## src/rtl/fetch_unit.sv

```systemverilog
// Instruction prefetch stage: issues in-order word fetches under a credit limit,
// buffers returned words with their PCs, and hands them to the core; redirect flushes.
module fetch_unit #(
    parameter int          DEPTH    = 4,
    parameter logic [31:0] RESET_PC = 32'h0
) (
    input  logic        clk,
    input  logic        rst,
    output logic        mem_req_valid,
    output logic [31:0] mem_req_addr,
    input  logic        mem_req_ready,
    input  logic        mem_resp_valid,
    input  logic [31:0] mem_resp_data,
    output logic        ins_valid,
    output logic [31:0] ins,
    output logic [31:0] ins_pc,
    input  logic        ins_ready,
    input  logic        redirect,
    input  logic [31:0] redirect_pc
);
    localparam int PW = $clog2(DEPTH);
    localparam int CW = PW + 1;

    logic [31:0]   fetch_pc;
    logic [31:0]   resp_pc;
    logic [31:0]   pc_mem  [DEPTH];
    logic [31:0]   ins_mem [DEPTH];
    logic [PW-1:0] rd_ptr;
    logic [PW-1:0] wr_ptr;
    logic [CW-1:0] count;
    logic [CW-1:0] outstanding;
    logic [CW-1:0] discard;
    logic [CW:0]   credit_used;
    logic [31:0]   redirect_word;
    logic          req_fire;
    logic          resp_take;
    logic          push;
    logic          pop;

    // Buffered entries plus in-flight requests never exceed DEPTH, so a kept response always has room.
    assign credit_used   = {1'b0, count} + {1'b0, outstanding};
    assign mem_req_valid = !rst && !redirect && (credit_used < (CW+1)'(DEPTH));
    assign mem_req_addr  = fetch_pc;
    assign req_fire      = mem_req_valid && mem_req_ready;
    assign resp_take     = mem_resp_valid && (outstanding != '0);
    assign push          = resp_take && (discard == '0);
    assign pop           = ins_valid && ins_ready;
    assign redirect_word = redirect_pc & ~32'd3;

    assign ins_valid = (count != '0);
    assign ins       = ins_valid ? ins_mem[rd_ptr] : '0;
    assign ins_pc    = ins_valid ? pc_mem[rd_ptr]  : '0;

    always_ff @(posedge clk) begin
        if (push && !redirect) begin
            ins_mem[wr_ptr] <= mem_resp_data;
            pc_mem[wr_ptr]  <= resp_pc;
        end
    end

    // Responses still in flight at a redirect belong to the old stream and are counted off via discard.
    always_ff @(posedge clk or posedge rst) begin
        if (rst) begin
            fetch_pc    <= RESET_PC & ~32'd3;
            resp_pc     <= RESET_PC & ~32'd3;
            rd_ptr      <= '0;
            wr_ptr      <= '0;
            count       <= '0;
            outstanding <= '0;
            discard     <= '0;
        end else begin
            outstanding <= outstanding + CW'(req_fire) - CW'(resp_take);
            if (redirect) begin
                fetch_pc <= redirect_word;
                resp_pc  <= redirect_word;
                rd_ptr   <= '0;
                wr_ptr   <= '0;
                count    <= '0;
                discard  <= outstanding - CW'(resp_take);
            end else begin
                if (req_fire)
                    fetch_pc <= fetch_pc + 32'd4;
                if (resp_take && (discard != '0))
                    discard <= discard - CW'(1);
                if (push) begin
                    wr_ptr  <= wr_ptr + PW'(1);
                    resp_pc <= resp_pc + 32'd4;
                end
                if (pop)
                    rd_ptr <= rd_ptr + PW'(1);
                count <= count + CW'(push) - CW'(pop);
            end
        end
    end
endmodule

```

## config.mk

```make
export PLATFORM = sky130hd
export DESIGN_NAME = fetch_unit
export DESIGN_NICKNAME = d
export VERILOG_FILES = /design/src/rtl/fetch_unit.sv
export SDC_FILE = /design/constraint.sdc
export NUM_CORES = 1
export LEC_CHECK = 0
export CAP_MARGIN = 40
export CORE_ASPECT_RATIO = 1.75
export CORE_UTILIZATION = 35
export CTS_BUF_LIST = sky130_fd_sc_hd__clkbuf_16
export DETAILED_ROUTE_END_ITERATION = 6
export PLACE_DENSITY_LB_ADDON = 0.15
export SKIP_LAST_GASP = 1
export SYNTH_ARGS = -nofsm -noshare
export SYNTH_HDL_FRONTEND = slang
export SYNTH_SLANG_ARGS = --single-unit
```

## constraint.sdc

```tcl
create_clock -name clk -period 4.1 [get_ports clk]
set_input_delay 0.82 -clock clk [delete_from_list [all_inputs] [get_ports clk]]
set_output_delay 0.82 -clock clk [all_outputs]
set_load 0.02 [all_outputs]
```

==> metrics list, run 1 <==
- The critical path ends at ins_pc[31].
- After routing the design area is 17300 µm².
- Summed over all layers, the routed wires come to 33500 µm.
- After layout, the worst path uses 90.3% of the clock period.
- The worst setup path is captured at a primary output.
- The worst path in the final design needs a cycle of 3.70 ns, including I/O delays and setup.
- Number of hold buffers added after cts: 0
- Clock-pin slew was measured on the worst setup and hold paths at 0.07 ns.
- Seq/Total Area, Yosys: 66.7%
* Area growth, synth to finish: 24.1%
- EDFF count, synth: 248
- The tree built by TritonCTS fans out to 321 sinks.
- Count of buffers inserted at the top-level ports: 161
- After synthesis, the mean cell area works out to 15.3 µm².
- Largest net degree at the start of global routing: 63
- TritonCTS built the clock tree.
- Clock tree synthesis selected as its root buffer the cell sky130_fd_sc_hd__clkbuf_16.
- Of all nets on the critical path, the largest fanout is 39.
- VDD sags by at most 259 µV.
- Die Span X: 153 µm
* Detail Placement HPWL: 21900 µm
* DRT Pass-1 Iters: 7
* Count of antenna-violating nets left after detailed routing: 0
- The worst register-to-register path has a depth of 10.
- Worst-Skew Late Latency: between 0.5 and 0.6 ns
* Iteration-0 DRC Markers: 467
- Number of max-slew violations in the final report: 0
- Placed instance area: 16200 µm²
* Number of DRC violations after detailed routing: 26
* Via count of the first global-routing pass: 8827
- Kind of start point of the critical path: flip-flop
- In the final timing run, aggregate negative setup slack is 0 ns.
* H-tree level count: 1
* Initial antenna violation count: 0
- Unrepaired setup endpoints after global routing: no
- Across the routed clock network, the largest skew measured is 0.0111 ns.
- For the pin with the worst max-slew slack, the measured transition is 0.810 ns.
* Final GP Congestion: 0.827
- Across the run, the number of max-cap violations was 0.
- Walking the worst path, the cells encountered are or3_2 -> buf_4 -> and2_1 -> clkdlybuf4s50_1.
* Required time of the worst setup path: 3.28 ns
- Of all cell types, the one taking the most synthesized area is sky130_fd_sc_hd__edfxtp_1.
* Count of instances resized after the clock tree is built: 0
* Synthesis-stage register bit count: approximately 320
- Dividing the detail-routed wire length by the instance count gives roughly 21 µm.
* Post-CTS setup buffer count: 0
* Top-area cell type share of the netlist area: 53.5%
- Detailed routing inserted a total of 8507 vias.
- In this run, CTS created clock tree buffers numbering 30.
- Timing would allow up to about 270 MHz.
- Final net count: 1161
- Final setup violating endpoints: 0
- Count of pins on the block boundary: 168
- Vias per inst: around 5.4
- The first global-routing pass estimated between 50000 and 60000 µm of wire.
- Yosys cell types: 54
- After synthesis, the share of flip-flops with an asynchronous set or reset is 22.7%.
- The floorplan step set the die height to ~270 µm.
* Final global-route overflow total: 0
- Endpoint of the most critical register-to-register path: count[2]
- Data arrival time of the critical path: about 2.9 ns
* Area contributors post-synth: sky130_fd_sc_hd__edfxtp_1, sky130_fd_sc_hd__dfrtp_1, sky130_fd_sc_hd__mux4_2
- In the final layout, the share of cells above drive strength 1 is 13.5%.
* Slew headroom: 45.8%
- Reg-to-Reg Start: count[1]
* CP peak stage delay: a little over 0.8 ns
- Static leakage power: 5.73 nW
- In this run the deepest clock path goes through 3 buffers.
- In this run the power density over the cells is 568 nW/µm².
- Yosys printed 0 warnings.
- The flow ran to the end, but the final reports show violations.
- Total Die Area: 40600 µm²
- Slowest stage cell on the critical path: sky130_fd_sc_hd__or3_2
- The worst hold path belongs to the class reg2reg.
- Total routing resource utilization after global routing: 16.6%
- Category of the most critical setup path: reg2out
- The worst register-to-register path has a setup slack of 1.04 ns.
- Synth Flop Type: sky130_fd_sc_hd__edfxtp_1
* FP Rows: 96
- CORE AREA: roughly 39000 µm²
* Launching instance or port of the critical path: count[1]
* Fill count: 3589
- After synthesis the cells add up to around 14000 µm².
* Violated checks: design-rule violations
* Starting utilization of the core area: around 36%
- Synthesized netlist cell count: 912
- Hold violation count in the final report: 0
==> cell families (layout without fill, tap and decap cells) <==
logic type,Yosys count,after routing,share of synthesized area [%]
AO/OA/AOI/OAI,111,111,5.50
multiplexers,64,64,10.2
other,1,5,0.0270
XOR/XNOR,17,17,1.07
adder cells (fa/ha/maj),18,18,1.73
AND/OR/NAND/NOR,294,294,12.3
buffers and inverters,86,267,2.55
flip-flops,321,321,66.7
==> Yosys cell counts (11+ instances only) <==
cell                         n
sky130_fd_sc_hd__dfrtp_1    73
sky130_fd_sc_hd__nand2_1    38
sky130_fd_sc_hd__a31oi_1    26
sky130_fd_sc_hd__nor4_1     11
sky130_fd_sc_hd__mux4_2     62
sky130_fd_sc_hd__nor2_1     29
sky130_fd_sc_hd__nand3_1    31
sky130_fd_sc_hd__edfxtp_1  248
sky130_fd_sc_hd__ha_1       16
sky130_fd_sc_hd__and2_1     68
sky130_fd_sc_hd__or4_1      28
sky130_fd_sc_hd__clkbuf_1   36
sky130_fd_sc_hd__o31ai_1    23
sky130_fd_sc_hd__o21ai_0    19
sky130_fd_sc_hd__inv_1      26
sky130_fd_sc_hd__nand4_1    27
sky130_fd_sc_hd__and3_1     15
==> worst min path at each step <==
stage                  endpoint  cells past startpoint  slack, ns              from
6_report          pc_mem[2][30]                      0       0.56       resp_pc[30]
5_1_grt           pc_mem[1][30]                      0       0.60       resp_pc[30]
4_1_cts           pc_mem[0][30]                      0       0.57       resp_pc[30]
3_5_place_dp   mem_req_addr[31]                      2       0.55  mem_req_addr[31]
3_3_place_gp   mem_req_addr[31]                      2       0.55  mem_req_addr[31]
2_1_floorplan     pc_mem[0][31]                      0       0.50       resp_pc[31]
==> where the power goes <==
group / internal, mW / switching [mW]
Sequential: 3.73 / 0.241
Clock: 1.75 / 1.23
Combinational: 1.42 / 1.43
==> cell type report <==
| cell class | instances | area [µm²] | area share [%] |
|---|---|---|---|
| clock buffer | 31 | 776 | 4.49 |
| inverter | 28 | 105 | 0.609 |
| timing repair buffer | 184 | 1910 | 11.0 |
| clock inverter | 24 | 278 | 1.61 |
| tap | 490 | 613 | 3.55 |
| antenna | 1 | 2.50 | 0.0145 |
| multi-input combinational | 508 | 4300 | 24.9 |
| sequential | 321 | 9280 | 53.8 |
==> metrics by stage <==
step                      setup slack (ns)  hold WS (ns)  util, %  cells  power, mW
final                                0.397         0.563     44.1   1587       9.81
after global routing                 0.229         0.596     44.1   1586       10.3
after CTS                            0.289         0.569     44.1   1586       10.0
after detailed placement             0.668         0.546     41.4   1531       6.98
after global placement               0.676         0.552     41.4   1530       6.95
after floorplan                      0.439         0.497        -    915       5.70
==> state kept, by name, indices dropped and copies added, names as in the netlist <==
register and cells:
count 3, discard 3, ins_mem 128, mem_req_addr 30
outstanding 3, pc_mem 120, rd_ptr 2, resp_pc 30
wr_ptr 2
==> layout by cell type, fill, tap and decap left out, types with 5 or more instances in the layout <==
master	Yosys	routed
sky130_fd_sc_hd__edfxtp_1	248	248
sky130_fd_sc_hd__buf_12	0	10
sky130_fd_sc_hd__nand2_1	38	38
sky130_fd_sc_hd__nand2b_1	5	5
sky130_fd_sc_hd__nor2_1	29	29
sky130_fd_sc_hd__and4_1	9	9
sky130_fd_sc_hd__dfrtp_1	73	71
sky130_fd_sc_hd__and3_1	15	11
sky130_fd_sc_hd__nand3_1	31	31
sky130_fd_sc_hd__nor3_1	6	6
sky130_fd_sc_hd__a31oi_1	26	26
sky130_fd_sc_hd__bufinv_16	0	6
sky130_fd_sc_hd__or4_1	28	28
sky130_fd_sc_hd__buf_4	5	12
sky130_fd_sc_hd__clkbuf_16	0	31
sky130_fd_sc_hd__o21ai_0	19	19
sky130_fd_sc_hd__nand4_1	27	27
sky130_fd_sc_hd__clkinv_1	0	6
sky130_fd_sc_hd__or3_1	10	9
sky130_fd_sc_hd__nor4_1	11	11
sky130_fd_sc_hd__ha_1	16	16
sky130_fd_sc_hd__a21oi_1	7	7
sky130_fd_sc_hd__xor2_1	9	9
sky130_fd_sc_hd__o31ai_1	23	23
sky130_fd_sc_hd__xnor2_1	8	8
sky130_fd_sc_hd__o211ai_1	7	7
sky130_fd_sc_hd__and2_1	68	68
sky130_fd_sc_hd__mux4_2	62	62
sky130_fd_sc_hd__o31a_1	10	10
sky130_fd_sc_hd__inv_1	26	27
sky130_fd_sc_hd__clkdlybuf4s50_1	0	160
sky130_fd_sc_hd__nor2b_1	7	7
==> routing by layer <==
metal / track usage (%) / wire length (µm) / vias up
met5: 0 / 0 / -
met4: 5.46 / 831 / 0
met3: 1.97 / 1350 / 49
met2: 31.8 / 18300 / 228
met1: 19.1 / 13000 / 4322
li1: - / - / 3908
==> critical path: cells and delay by family (launching register included) <==
kind / cells / cell delay, ns
AND/OR/NAND/NOR: 2 / 0.96
flip-flops: 1 / 0.44
buffers and inverters: 2 / 0.89
No activity file was read; power rests on OpenSTA's default activity.
==> run 2, diff against run 1 <==
CTS_BUF_LIST = sky130_fd_sc_hd__clkbuf_4 sky130_fd_sc_hd__clkbuf_8   (was sky130_fd_sc_hd__clkbuf_16)
==> run 2 against run 1 <==
Setup slack worse by 0.015 ns. Highest routed layer unchanged. Via count grew 1.3%. Combinational power about the same. The run still ends with design-rule violations left. Clock-buffer cell count up 33. Hold slack better by 0.0046 ns.
==> metrics list, run 2 (synthesis gave the netlist of run 1 again) <==
- Data on the critical path is required at its endpoint by 3.28 ns.
- By startpoint and endpoint, the worst setup path is classified as reg2out.
- At the end of routability-driven placement, the weighted congestion stood at approximately 0.83.
* Kind of start point of the critical path: flip-flop
* Data arrival time of the critical path: 2.90 ns
- Including well taps, the total number of placed cells is 1531.
- H-tree level count: 2
* CORE AREA: 39200 µm²
- Excluding fillers, the count of instances in the completed layout stands at 1623.
- Slew headroom: 47.8%
* Largest net degree at the start of global routing: 63
- Most common library cell in the layout ignoring fill and taps: sky130_fd_sc_hd__edfxtp_1
- In this run the remaining antenna-violating nets after routing total 0.
* Max Fanout on Critical Path: 39
* Unrepaired setup endpoints after global routing: no
- The tree built by TritonCTS fans out to 321 sinks.
- Initial antenna violation count: 1
- The routed design has about 34000 µm of wire.
* Slew @ Worst Pin: 0.780 ns
- The worst-case IR drop observed on VDD is 211 µV.
- Total power density per cell area: approximately 550 nW/µm²
- Starting utilization of the core area: 35.5%
* Maximum count of clock buffers along a single path: 3
- DRT Pass-1 Iters: 7
- Leading cell types in the layout, fill and taps excluded: sky130_fd_sc_hd__edfxtp_1, sky130_fd_sc_hd__clkdlybuf4s50_1, sky130_fd_sc_hd__dfrtp_1
* Number of DRC violations after detailed routing: 26
- Largest register by flop count: ins_mem
- Relative to the synthesized area, the layout overhead comes to 23.2%.
- Across all layers, the routed design uses between 8000 and 9000 vias.
- The number of setup buffers added after CTS is 0.
- The finished cells cover 17100 µm².
- Total power: 9.38 mW
* Clk root buf: sky130_fd_sc_hd__clkbuf_8
* Iteration-0 DRC Markers: 423
- TritonCTS built the clock tree.
- Static leakage power: 5.69 nW
* Setup Skew: ~0.019 ns
* First-pass GRT wire length: between 50000 and 60000 µm
- Number of hold buffers added after cts: 0
- Summed over all layers, the global routing overflow is 0.
* Violated checks: design-rule violations
- Worst-Skew Late Latency: 0.58 ns
- CTS Buf Count: 48
- The register with the most flip-flops in the layout has ~130 of them.
- The floorplan has 96 rows.
- Total routing resource utilization after global routing: roughly 17%
- Die Y: 266 µm
* Shortest period the worst path allows: 3.72 ns
* Total Die Area: 40600 µm²
* Via count of the first global-routing pass: 9065
- After detailed routing, the average wire length per cell comes to 20.9 µm.
* Final setup violating endpoints: 0
- In this run, post-CTS repair resized a total of 0 instances.
* Max-capacitance violation count: 0
* Vias per inst: 5.31
* Number of max-slew violations in the final report: 0
- The count of endpoints failing hold in the final timing report was 0.
- Based on the critical path, the design can be clocked at up to 269 MHz.
- In the final layout, the registers with the most flip-flops are ins_mem (128), pc_mem (120).
- In the finished design, the share of the clock period the worst path needs comes to 90.7%.
- TNS Setup: 0 ns
- The HPWL after detailed placement is 21900 µm.
- Hold/Removal Path Class: reg2reg
* Count of buffers inserted at the top-level ports: 161
- Run status: finished, violations left
- Category of the worst setup path capture point: primary output
- After clock tree synthesis, the clock-pin slew on the worst setup and hold paths is 0.07 ns.
- Measured along the x axis, the die boundary spans 153 µm.
- Layout cells sized above 1: 15.5%
- Count of pins on the block boundary: 168
- Placed instance area: 16200 µm²
- Final net count: 1179
## run 2: changes by cell type in the layout (fill, tap and decap cells not counted), sizes merged
cell	before	now
bufinv	6	1
clkbuf	31	64
clkinv	13	21
clkinvlp	2	4
diode	1	2
inv	31	28
## run 2: stage by stage
stage | setup slack [ns] | hold slack (ns) | utilization, %
6_report | 0.381 | 0.567 | 43.8
5_1_grt | 0.198 | 0.578 | 43.8
4_1_cts | 0.260 | 0.554 | 43.8
2_1_floorplan | 0.439 | 0.497 | -
3_3_place_gp | 0.676 | 0.552 | 41.4
3_5_place_dp | 0.668 | 0.546 | 41.4
## run 2: layer usage
layer  GRT usage (%)  wire (µm)  vias to the layer above
met5               0          0                        -
met4            7.73       1270                        0
met3            2.73       1510                       65
met2            31.7      18100                      247
met1            18.8      13100                     4359
li1                -          -                     3945
## run 2: final cells by class
type | count | area [µm²]
multi-input combinational | 508 | 4300
inverter | 28 | 105
clock inverter | 26 | 149
sequential | 321 | 9280
fill | 3624 | 22000
antenna | 2 | 5.00
tap | 490 | 613
clock buffer | 64 | 787
timing repair buffer | 184 | 1910
## run 2: path summary, 6_finish.rpt
path	from	to	slack, ns	depth (start not counted)
setup / recovery	count[1]	ins_pc[31]	0.38	4
setup reg to reg	count[1]	count[2]	1.04	10
max in group asynchronous	rst	rd_ptr[0]	2.82	3
hold reg to reg	resp_pc[30]	pc_mem[0][30]	0.57	0
min in group asynchronous	rst	discard[0]	0.59	2
hold / removal	resp_pc[30]	pc_mem[0][30]	0.57	0
## run 2: power by group
| part | switching (mW) | total [mW] | internal, mW |
|---|---|---|---|
| sequential | 0.241 | 3.97 | 3.73 |
| combinational | 1.44 | 2.86 | 1.42 |
| clock | 1.23 | 2.55 | 1.32 |
## run 2: critical path, stage by stage (launching register included)
cell and delay, ns:
sky130_fd_sc_hd__dfrtp_1 0.44, sky130_fd_sc_hd__or3_2 0.80, sky130_fd_sc_hd__buf_4 0.32, sky130_fd_sc_hd__and2_1 0.14, sky130_fd_sc_hd__clkdlybuf4s50_1 0.57
